===== src/rtl/rijndael_pkg.sv =====
// Shared Rijndael helpers: state byte indexing, ShiftRows offsets per block width, NB legality.
// Pure constants/functions, no logic; the parity option SHIFTROWS_PARITY_EN does not affect this file.
package rijndael_pkg;

   localparam int NB_128 = 4;
   localparam int NB_192 = 6;
   localparam int NB_256 = 8;

   // Byte position of (row r, column c) counted from the MSB end of the state vector.
   function automatic int idx(input int r, input int c);
      return 4 * c + r;
   endfunction

   // The 256-bit block widens the row 2/3 offsets to 3/4; 128/192 use the row number.
   function automatic int shift_of(input int nb, input int r);
      if (r == 0) return 0;
      if (nb == NB_256 && r > 1) return r + 1;
      return r;
   endfunction

   function automatic bit nb_legal(input int nb);
      return (nb == NB_128) || (nb == NB_192) || (nb == NB_256);
   endfunction

endpackage


===== src/rtl/rijndael_shiftrows_pipe_if.sv =====
// Handshake bundle for the ShiftRows stage; master = surrounding datapath, slave = the stage.
// Parity lanes exist only when SHIFTROWS_PARITY_EN is defined.
interface rijndael_shiftrows_pipe_if
   import rijndael_pkg::*;
#(
   parameter int NB = NB_128
);
   localparam int W = 32 * NB;

   logic          in_valid;
   logic          in_ready;
   logic          in_inv;
   logic [W-1:0]  in_data;
   logic          flush;
   logic          out_valid;
   logic          out_ready;
   logic [W-1:0]  out_data;
   logic          out_inv;

`ifdef SHIFTROWS_PARITY_EN
   logic [4*NB-1:0] in_par;
   logic [4*NB-1:0] out_par;
   logic            par_err;

   modport master (
      output in_valid, in_inv, in_data, flush, out_ready, in_par,
      input  in_ready, out_valid, out_data, out_inv, out_par, par_err
   );
   modport slave (
      input  in_valid, in_inv, in_data, flush, out_ready, in_par,
      output in_ready, out_valid, out_data, out_inv, out_par, par_err
   );
`else
   modport master (
      output in_valid, in_inv, in_data, flush, out_ready,
      input  in_ready, out_valid, out_data, out_inv
   );
   modport slave (
      input  in_valid, in_inv, in_data, flush, out_ready,
      output in_ready, out_valid, out_data, out_inv
   );
`endif

endinterface


===== src/rtl/rijndael_shiftrows_perm.sv =====
// Combinational ShiftRows/InvShiftRows lane permutation; zero latency, no handshake.
// LANE is the lane width: 8 for state bytes, 1 for the per-byte parity vector.
module rijndael_shiftrows_perm
   import rijndael_pkg::*;
#(
   parameter int NB   = NB_128,
   parameter int LANE = 8,
   localparam int LW  = 4 * NB * LANE
) (
   input  logic [LW-1:0] data_i,
   input  logic          inv_i,
   output logic [LW-1:0] data_o
);

   for (genvar r = 0; r < 4; r++) begin : g_row
      for (genvar c = 0; c < NB; c++) begin : g_col
         localparam int DST = idx(r, c);
         localparam int ENC = idx(r, (c + shift_of(NB, r)) % NB);
         localparam int DEC = idx(r, (c + NB - shift_of(NB, r)) % NB);

         assign data_o[LW-1-LANE*DST -: LANE] = inv_i ? data_i[LW-1-LANE*DEC -: LANE]
                                                      : data_i[LW-1-LANE*ENC -: LANE];
      end
   end

endmodule


===== src/rtl/rijndael_shiftrows_pipe.sv =====
// Registered ShiftRows stage: 1-cycle latency, 1 state/cycle, output + skid register so in_ready never depends on out_ready.
// SHIFTROWS_PARITY_EN adds per-byte even parity carried with the state and a sticky par_err.
module rijndael_shiftrows_pipe
   import rijndael_pkg::*;
#(
   parameter int NB = NB_128
) (
   input  logic                      clk,
   input  logic                      rst,
   rijndael_shiftrows_pipe_if.slave  bus
);
   localparam int W = 32 * NB;

   if (!nb_legal(NB)) begin : g_nb_check
      $error("rijndael_shiftrows_pipe: NB must be 4, 6 or 8");
   end

   typedef struct packed {
      logic [W-1:0]    dat;
      logic            inv;
`ifdef SHIFTROWS_PARITY_EN
      logic [4*NB-1:0] par;
`endif
   } ent_t;

   ent_t          in_ent;
   ent_t          or_q, or_d;
   ent_t          sk_q, sk_d;
   logic          or_vld_q, or_vld_d;
   logic          sk_vld_q, sk_vld_d;
   logic          in_rdy;
   logic          in_xfer;
   logic          or_free;
   logic [W-1:0]  perm_dat;

   rijndael_shiftrows_perm #(.NB(NB), .LANE(8)) u_perm_dat (
      .data_i (bus.in_data),
      .inv_i  (bus.in_inv),
      .data_o (perm_dat)
   );

   assign in_ent.dat = perm_dat;
   assign in_ent.inv = bus.in_inv;

   // Readiness depends only on the skid flag (and reset), never on out_ready.
   assign in_rdy  = !sk_vld_q && !rst;
   assign in_xfer = bus.in_valid && in_rdy;
   assign or_free = !or_vld_q || bus.out_ready;

   always_comb begin
      or_d     = or_q;
      sk_d     = sk_q;
      or_vld_d = or_vld_q;
      sk_vld_d = sk_vld_q;
      if (bus.flush) begin
         or_vld_d = 1'b0;
         sk_vld_d = 1'b0;
      end else if (or_free) begin
         if (sk_vld_q) begin
            or_d     = sk_q;
            or_vld_d = 1'b1;
            sk_vld_d = 1'b0;
         end else if (in_xfer) begin
            or_d     = in_ent;
            or_vld_d = 1'b1;
         end else begin
            or_vld_d = 1'b0;
         end
      end else if (in_xfer) begin
         sk_d     = in_ent;
         sk_vld_d = 1'b1;
      end
   end

   always_ff @(posedge clk) begin
      if (rst) begin
         or_q     <= '0;
         sk_q     <= '0;
         or_vld_q <= 1'b0;
         sk_vld_q <= 1'b0;
      end else begin
         or_q     <= or_d;
         sk_q     <= sk_d;
         or_vld_q <= or_vld_d;
         sk_vld_q <= sk_vld_d;
      end
   end

   assign bus.in_ready  = in_rdy;
   assign bus.out_valid = or_vld_q;
   assign bus.out_data  = or_q.dat;
   assign bus.out_inv   = or_q.inv;

`ifdef SHIFTROWS_PARITY_EN
   logic [4*NB-1:0] perm_par;
   logic [4*NB-1:0] par_calc;
   logic            par_err_q, par_err_d;

   rijndael_shiftrows_perm #(.NB(NB), .LANE(1)) u_perm_par (
      .data_i (bus.in_par),
      .inv_i  (bus.in_inv),
      .data_o (perm_par)
   );

   assign in_ent.par = perm_par;

   always_comb begin
      par_calc = '0;
      for (int i = 0; i < 4 * NB; i++) begin
         par_calc[4*NB-1-i] = ^bus.in_data[W-1-8*i -: 8];
      end
   end

   // Sticky across flush; only reset clears it.
   assign par_err_d = par_err_q || (in_xfer && (par_calc != bus.in_par));

   always_ff @(posedge clk) begin
      if (rst) begin
         par_err_q <= 1'b0;
      end else begin
         par_err_q <= par_err_d;
      end
   end

   assign bus.out_par = or_q.par;
   assign bus.par_err = par_err_q;
`endif

endmodule


===== src/flat_wrapper.sv =====
// flat-port wrapper written by rule: the top's interface ports become plain ports
module rijndael_shiftrows_pipe_flat import rijndael_pkg::*;
#(
   parameter int NB = NB_128
)
  (clk, rst, bus_in_valid, bus_in_inv, bus_in_data, bus_flush, bus_out_ready, bus_in_ready, bus_out_valid, bus_out_data, bus_out_inv);
  rijndael_shiftrows_pipe_if #(.NB(NB)) bus_i ();
  input  logic clk;
  input  logic rst;
  input wire logic [$bits(bus_i.in_valid)-1:0] bus_in_valid;
  input wire logic [$bits(bus_i.in_inv)-1:0] bus_in_inv;
  input wire logic [$bits(bus_i.in_data)-1:0] bus_in_data;
  input wire logic [$bits(bus_i.flush)-1:0] bus_flush;
  input wire logic [$bits(bus_i.out_ready)-1:0] bus_out_ready;
  output wire logic [$bits(bus_i.in_ready)-1:0] bus_in_ready;
  output wire logic [$bits(bus_i.out_valid)-1:0] bus_out_valid;
  output wire logic [$bits(bus_i.out_data)-1:0] bus_out_data;
  output wire logic [$bits(bus_i.out_inv)-1:0] bus_out_inv;
  assign bus_i.in_valid = bus_in_valid;
  assign bus_i.in_inv = bus_in_inv;
  assign bus_i.in_data = bus_in_data;
  assign bus_i.flush = bus_flush;
  assign bus_i.out_ready = bus_out_ready;
  assign bus_in_ready = bus_i.in_ready;
  assign bus_out_valid = bus_i.out_valid;
  assign bus_out_data = bus_i.out_data;
  assign bus_out_inv = bus_i.out_inv;
  rijndael_shiftrows_pipe #(.NB(NB)) u_core (.clk(clk), .rst(rst), .bus(bus_i));
endmodule

===== config.mk =====
export PLATFORM = sky130hd
export DESIGN_NAME = rijndael_shiftrows_pipe_flat
export DESIGN_NICKNAME = d
export VERILOG_FILES = /design/src/rtl/rijndael_pkg.sv /design/src/rtl/rijndael_shiftrows_pipe_if.sv /design/src/rtl/rijndael_shiftrows_perm.sv /design/src/rtl/rijndael_shiftrows_pipe.sv /design/src/flat_wrapper.sv
export SDC_FILE = /design/constraint.sdc
export NUM_CORES = 1
export LEC_CHECK = 0
export BUFFER_PORTS_ARGS = -buffer_cell sky130_fd_sc_hd__buf_2
export CAP_MARGIN = 5
export CORE_MARGIN = 3
export CORE_UTILIZATION = 45
export DETAILED_ROUTE_END_ITERATION = 7
export GPL_ROUTABILITY_DRIVEN = 1
export PLACE_DENSITY_LB_ADDON = 0.25
export SKIP_LAST_GASP = 1
export SLEW_MARGIN = 20
export SYNTH_ARGS = -nofsm -noshare
export SYNTH_HDL_FRONTEND = slang
export SYNTH_SLANG_ARGS = --single-unit

===== constraint.sdc =====
create_clock -name clk -period 1.8 [get_ports clk]
set_input_delay 0.18 -clock clk [delete_from_list [all_inputs] [get_ports clk]]
set_output_delay 0.18 -clock clk [all_outputs]
set_load 0.01 [all_outputs]

### Word-level counts from Yosys, hierarchy flattened

Cells that the tools add are included.

| cells by class | value |
|---|---|
| multiplexer cells | 12 |
| bitwise operators | 2 |
| reduce and logical (&&, ||, !) cells | 11 |

Operators with widths:

| operator | number |
|---|---|
| $mux 129 | 2 |
| $mux 8 | 8 |
| $reduce_and 3->1 | 2 |
| $logic_not 1->1 | 3 |
| $reduce_or 3->1 | 1 |
| $logic_and 1x1->1 | 2 |
| $mux 1 | 2 |
| $not 1->1 | 2 |
| $reduce_bool 2->1 | 1 |
| $reduce_or 2->1 | 1 |
| $logic_or 1x1->1 | 1 |

| storage, ports and cells | value |
|---|---|
| flip-flop bits (word level) | 260 |
| input port bits | 134 |
| output and inout bits | 131 |
| logic and storage cells | 31 |

### Depth between registers and ports, before layout

| depth | value |
|---|---|
| word-level depth | 5 |
| gate-level depth with buffers | 8 |
| depth with buffers taken out | 3 |

### Hierarchy

Synthesis repeated with hierarchy kept, for this count alone.

| unflattened totals | value |
|---|---|
| cell total of the unflattened synthesis | 1267 |
| area total of the unflattened synthesis | 13504.2 µm² |

Modules (own cells, without submodules):

| module | instances | cells each | area each (µm²) | seq. area each (µm²) |
|---|---|---|---|---|
| rijndael_shiftrows_pipe | 1 | 1132 | 11946.5 | 5205.0 |
| rijndael_shiftrows_perm | 1 | 135 | 1557.7 | 0.0 |

### Worst setup path before layout

OpenSTA, ideal clock, no wires.

| path | value |
|---|---|
| path type | register to register |
| start point | register u_core.sk_vld_q |
| end point | register u_core.or_q (netlist bit u_core.bus.out_data[58]) |
| library setup time | 0.136 ns |
| data arrival time | 1.554 ns |
| required time | 1.664 ns |
| path slack | 0.110 ns |
| stages on the path, launching flop included | 6 |
| path buffers | 2 |
| period minus slack after synthesis | 1.690 ns |
| cells stage by stage | dfxtp_1 buf_2 clkbuf_1 mux2_2 a2111oi_0 a211oi_1 |

| on the way | value |
|---|---|
| word-level cells in the longest chain between the ends | 5 |
| elaborated cells on any way between the ends | 6 |
| classes of those cells | 1 x mux; 5 x reduce/logical |

Ends and longest elaborated chain:

| what | line | text |
|---|---|---|
| start, declared | rijndael_shiftrows_pipe.sv:30 | `logic sk_vld_q, sk_vld_d;` |
| start signal, assigned | rijndael_shiftrows_pipe.sv:85 | `sk_vld_q <= sk_vld_d;` |
| $logic_not 1->1 | rijndael_shiftrows_pipe.sv:46 | `assign in_rdy = !sk_vld_q && !rst;` |
| $logic_and 1x1->1 | rijndael_shiftrows_pipe.sv:46 |  |
| $logic_and 1x1->1 | rijndael_shiftrows_pipe.sv:47 | `assign in_xfer = bus.in_valid && in_rdy;` |
| $reduce_bool 2->1 (no line) | n/a |  |
| $reduce_and 3->1 (no line) | n/a |  |
| end signal, assigned | rijndael_shiftrows_pipe.sv:82 | `or_q <= or_d;` |
| end, declared | rijndael_shiftrows_pipe.sv:27 | `ent_t or_q, or_d;` |

Parallel ways exist; a longest one is shown, timed or not.
A chain may end at the register's enable or synchronous reset.

### Worst setup path in the final report

| path | value |
|---|---|
| start point | register u_core.sk_vld_q |
| end point | output port bus_in_ready |

| on the way | value |
|---|---|
| word-level cells in the longest chain between the ends | 2 |

Ends and longest elaborated chain:

| what | line | text |
|---|---|---|
| $logic_not 1->1 | rijndael_shiftrows_pipe.sv:46 |  |
| $logic_and 1x1->1 | rijndael_shiftrows_pipe.sv:46 |  |
| end, declared | flat_wrapper.sv:15 | `output wire logic [$bits(bus_i.in_ready)-1:0] bus_in_ready;` |

Every way passes these cells.

==> reports/qor.csv <==
metric,value,unit
leakage power,5.826,nW
Peak VDD IR,0.0008397,V
register area share after synthesis,43.75,%
count of cell types in the netlist,30,
Tmin final,1772,ps
Core Region,25620,um^2
fmax,0.5643,GHz
WS Path Type,reg -> out,
hold crit path type,in -> reg,
Setup crit start,u_core.sk_vld_q$_SDFFE_PP0P_,
share of cells above drive strength 1,27.73,%
TritonCTS Buffers,28,
Filler cells,2215,
Finished Layout Cells,1943,
Rows,58,
total power,13.18,mW
Synthesized Nets,1469,
die area,28430,um^2
Synth warnings,0,
final wirelength,36520,um
clock root buffer master,clkbuf_16,
CP Capture Type,output port,
clk sinks,260,
Final Max Slew Viols,0,
"FF+latch count, synth",260,
Port Buf Inserts,264,
DR iter-0 viols,936,
endpoints failing setup,0,
DRT Pass-1 Iters,5,
Setup TNS Final,0,ps
"EDFF count, synth",0,
layout net count,1725,
Mapped Cells,1335,
via count,11283,
die width,168.6,um
detailed-route wire length per cell,18.80,um
CTS tree,done,
Worst Path Max Fanout,43,
first-pass GRT wire length,58180,um
clk_lat worst skew,530,ps
worst reg2reg endpoint,u_core.bus.out_data[121]$_SDFFE_PP0P_,
post-synthesis area per instance,8.912,um^2
Post-Synthesis Cell Area,11900,um^2
crit path launch type,flop,
CP endpoint,bus_in_ready,
"FFs w/ async S/R, synth",0,%
largest net degree at the start of global routing,104,
fin worst setup slack,27.89,ps
CTS Buffer Depth,3,
Max-Cap Viols,0,
crit path DAT,1590,ps
outcome,"finished, final reports clean",
Setup Skew,8.768,ps
final hold vios,0,
global-route congestion overflow total,0,
GP Congestion,0.7993,
Die Ht,168.6,um
dpl cells,1821,
top_reg_cell synth,dfxtp_1,
Util after Layout,59.39,%
worst reg2reg setup slack,50,ps
Initial Util,46.44,%
antenna violations before repair,1,
P&R area growth vs syn,27.88,%
RSZ-0062 raised after global routing,true,
"Req. time, crit path",1620,ps
Routed Antenna Nets,0,
CTS H-tree lvls,1,
GRT Total Usage,24.33,%
worst reg2reg path depth,4,
period utilisation layout,98.45,%
Top Ports,265,
Max-slew headroom,24.73,%
measured slew at the worst slew-check pin,1129,ps
vias in the first global route,10917,
Worst R2R Start,u_core.sk_vld_q$_SDFFE_PP0P_,
DRC Markers,0,
register clock-pin slew on the reported worst setup and hold paths,60,ps
Place WS,-32.20,ps
PwrDens,866.5,nW/um^2
post-DP HPWL,21960,um
Vias/cell,5.807,
[state kept, by name, summed over array words and instances, names as in the netlist]
signal,count
u_core.sk_q,129
u_core.bus.out_inv,1
u_core.sk_vld_q,1
u_core.bus.out_data,128
u_core.bus.out_valid,1
[cell families after synthesis]
| group | count (synthesis) | share of synthesized area, % |
|---|---|---|
| AOI/OAI and AO/OA | 500 | 27.57 |
| buffers and inverters | 222 | 8.150 |
| DFF | 260 | 43.75 |
| muxes | 139 | 12.48 |
| and+or+nand+nor | 214 | 8.045 |
[repair_timing]
item,in CTS,in global routing
endpoints found under the setup margin,1,40
pin swaps,0,0
hold endpoints to repair,66,0
hold buffers,66,0
buffers inserted,3,1
gates resized for setup,3,22
[Yosys cell counts, types with 54 or more instances]
master	count	area, um^2
dfxtp_1	260	5205
a21oi_1	129	645.6
clkbuf_1	89	334.1
o21ai_0	65	325.3
a2111oi_0	65	569.3
mux2i_1	64	640.6
o21a_1	54	405.4
a211oi_1	119	893.4
inv_1	66	247.7
nand2_1	118	442.9
buf_2	54	270.3
nand3_1	65	325.3
o22ai_1	64	400.4
mux2_2	75	844.6
[report_power, final]
| part | switching, mW | total [mW] | internal [mW] |
|---|---|---|---|
| clock | 2.32 | 5.67 | 3.35 |
| sequential | 0.0872 | 6.00 | 5.91 |
| combinational | 0.841 | 1.51 | 0.672 |
[worst max-delay path: stages, from the launching register on]
cell and delay [ps]:
dfxtp_4 450, buf_12 170, buf_16 200, nor2_1 60, buf_2 160
[routing by layer]
layer / part of all wire [%] / routed length (um) / track usage [%]
met2: 46 / 16950 / 39.06
met3: 5.5 / 2026 / 3.643
met4: 4.1 / 1506 / 9.676
met5: 0.019 / 7 / 0
met1: 44 / 16030 / 33.09
[layout make-up]
cell class / count / area (um^2) / share of cell area [%]
well taps: 330 / 412.9 / 2.714
clock buffers: 47 / 893.4 / 5.872
diodes: 1 / 2.502 / 0.01645
repair buffers: 381 / 2635 / 17.32
flip-flops and latches: 260 / 5209 / 34.24
multi-input cells: 853 / 5791 / 38.06
inverters: 67 / 251.5 / 1.653
clock inverters: 4 / 20.02 / 0.1316
[through the flow]
step                cell area [um^2]  hold slack (ps)
floorplan                      11900            295.8
global placement               13540            439.3
detailed placement             13540            443.4
CTS                            15150            41.82
global route                   15210            71.45
finish                         15210            58.03
[worst min path at each step]
| stage | to | slack [ps] | from | cells after the start |
|---|---|---|---|---|
| 2_1_floorplan | u_core.sk_vld_q$_SDFFE_PP0P_ | 300 | bus_in_valid | 2 |
| 3_3_place_gp | u_core.bus.out_data[104]$_SDFFE_PP0P_ | 440 | u_core.bus.out_data[104]$_SDFFE_PP0P_ | 2 |
| 3_5_place_dp | u_core.bus.out_data[121]$_SDFFE_PP0P_ | 440 | u_core.bus.out_data[121]$_SDFFE_PP0P_ | 2 |
| 4_1_cts | u_core.sk_q[98]$_SDFFE_PP0P_ | 40 | bus_in_data[1] | 3 |
| 5_1_grt | u_core.sk_q[82]$_SDFFE_PP0P_ | 70 | bus_in_data[49] | 3 |
| 6_report | u_core.sk_q[98]$_SDFFE_PP0P_ | 60 | bus_in_data[1] | 3 |
[cell usage in the layout, fill, tap and decap left out, drive strengths merged, types with 47 or more instances in the layout]
master	Yosys	final
dfxtp	260	260
buf	65	315
a211oi	120	120
inv	67	67
clkbuf	90	47
o22ai	64	64
a2111oi	65	65
nand2	118	118
mux2i	64	64
dlygate4sd3	0	66
o21ai	65	65
o21a	54	54
a21oi	129	129
mux2	75	75
nand3	65	65
Power figures use the tool's default switching activity.
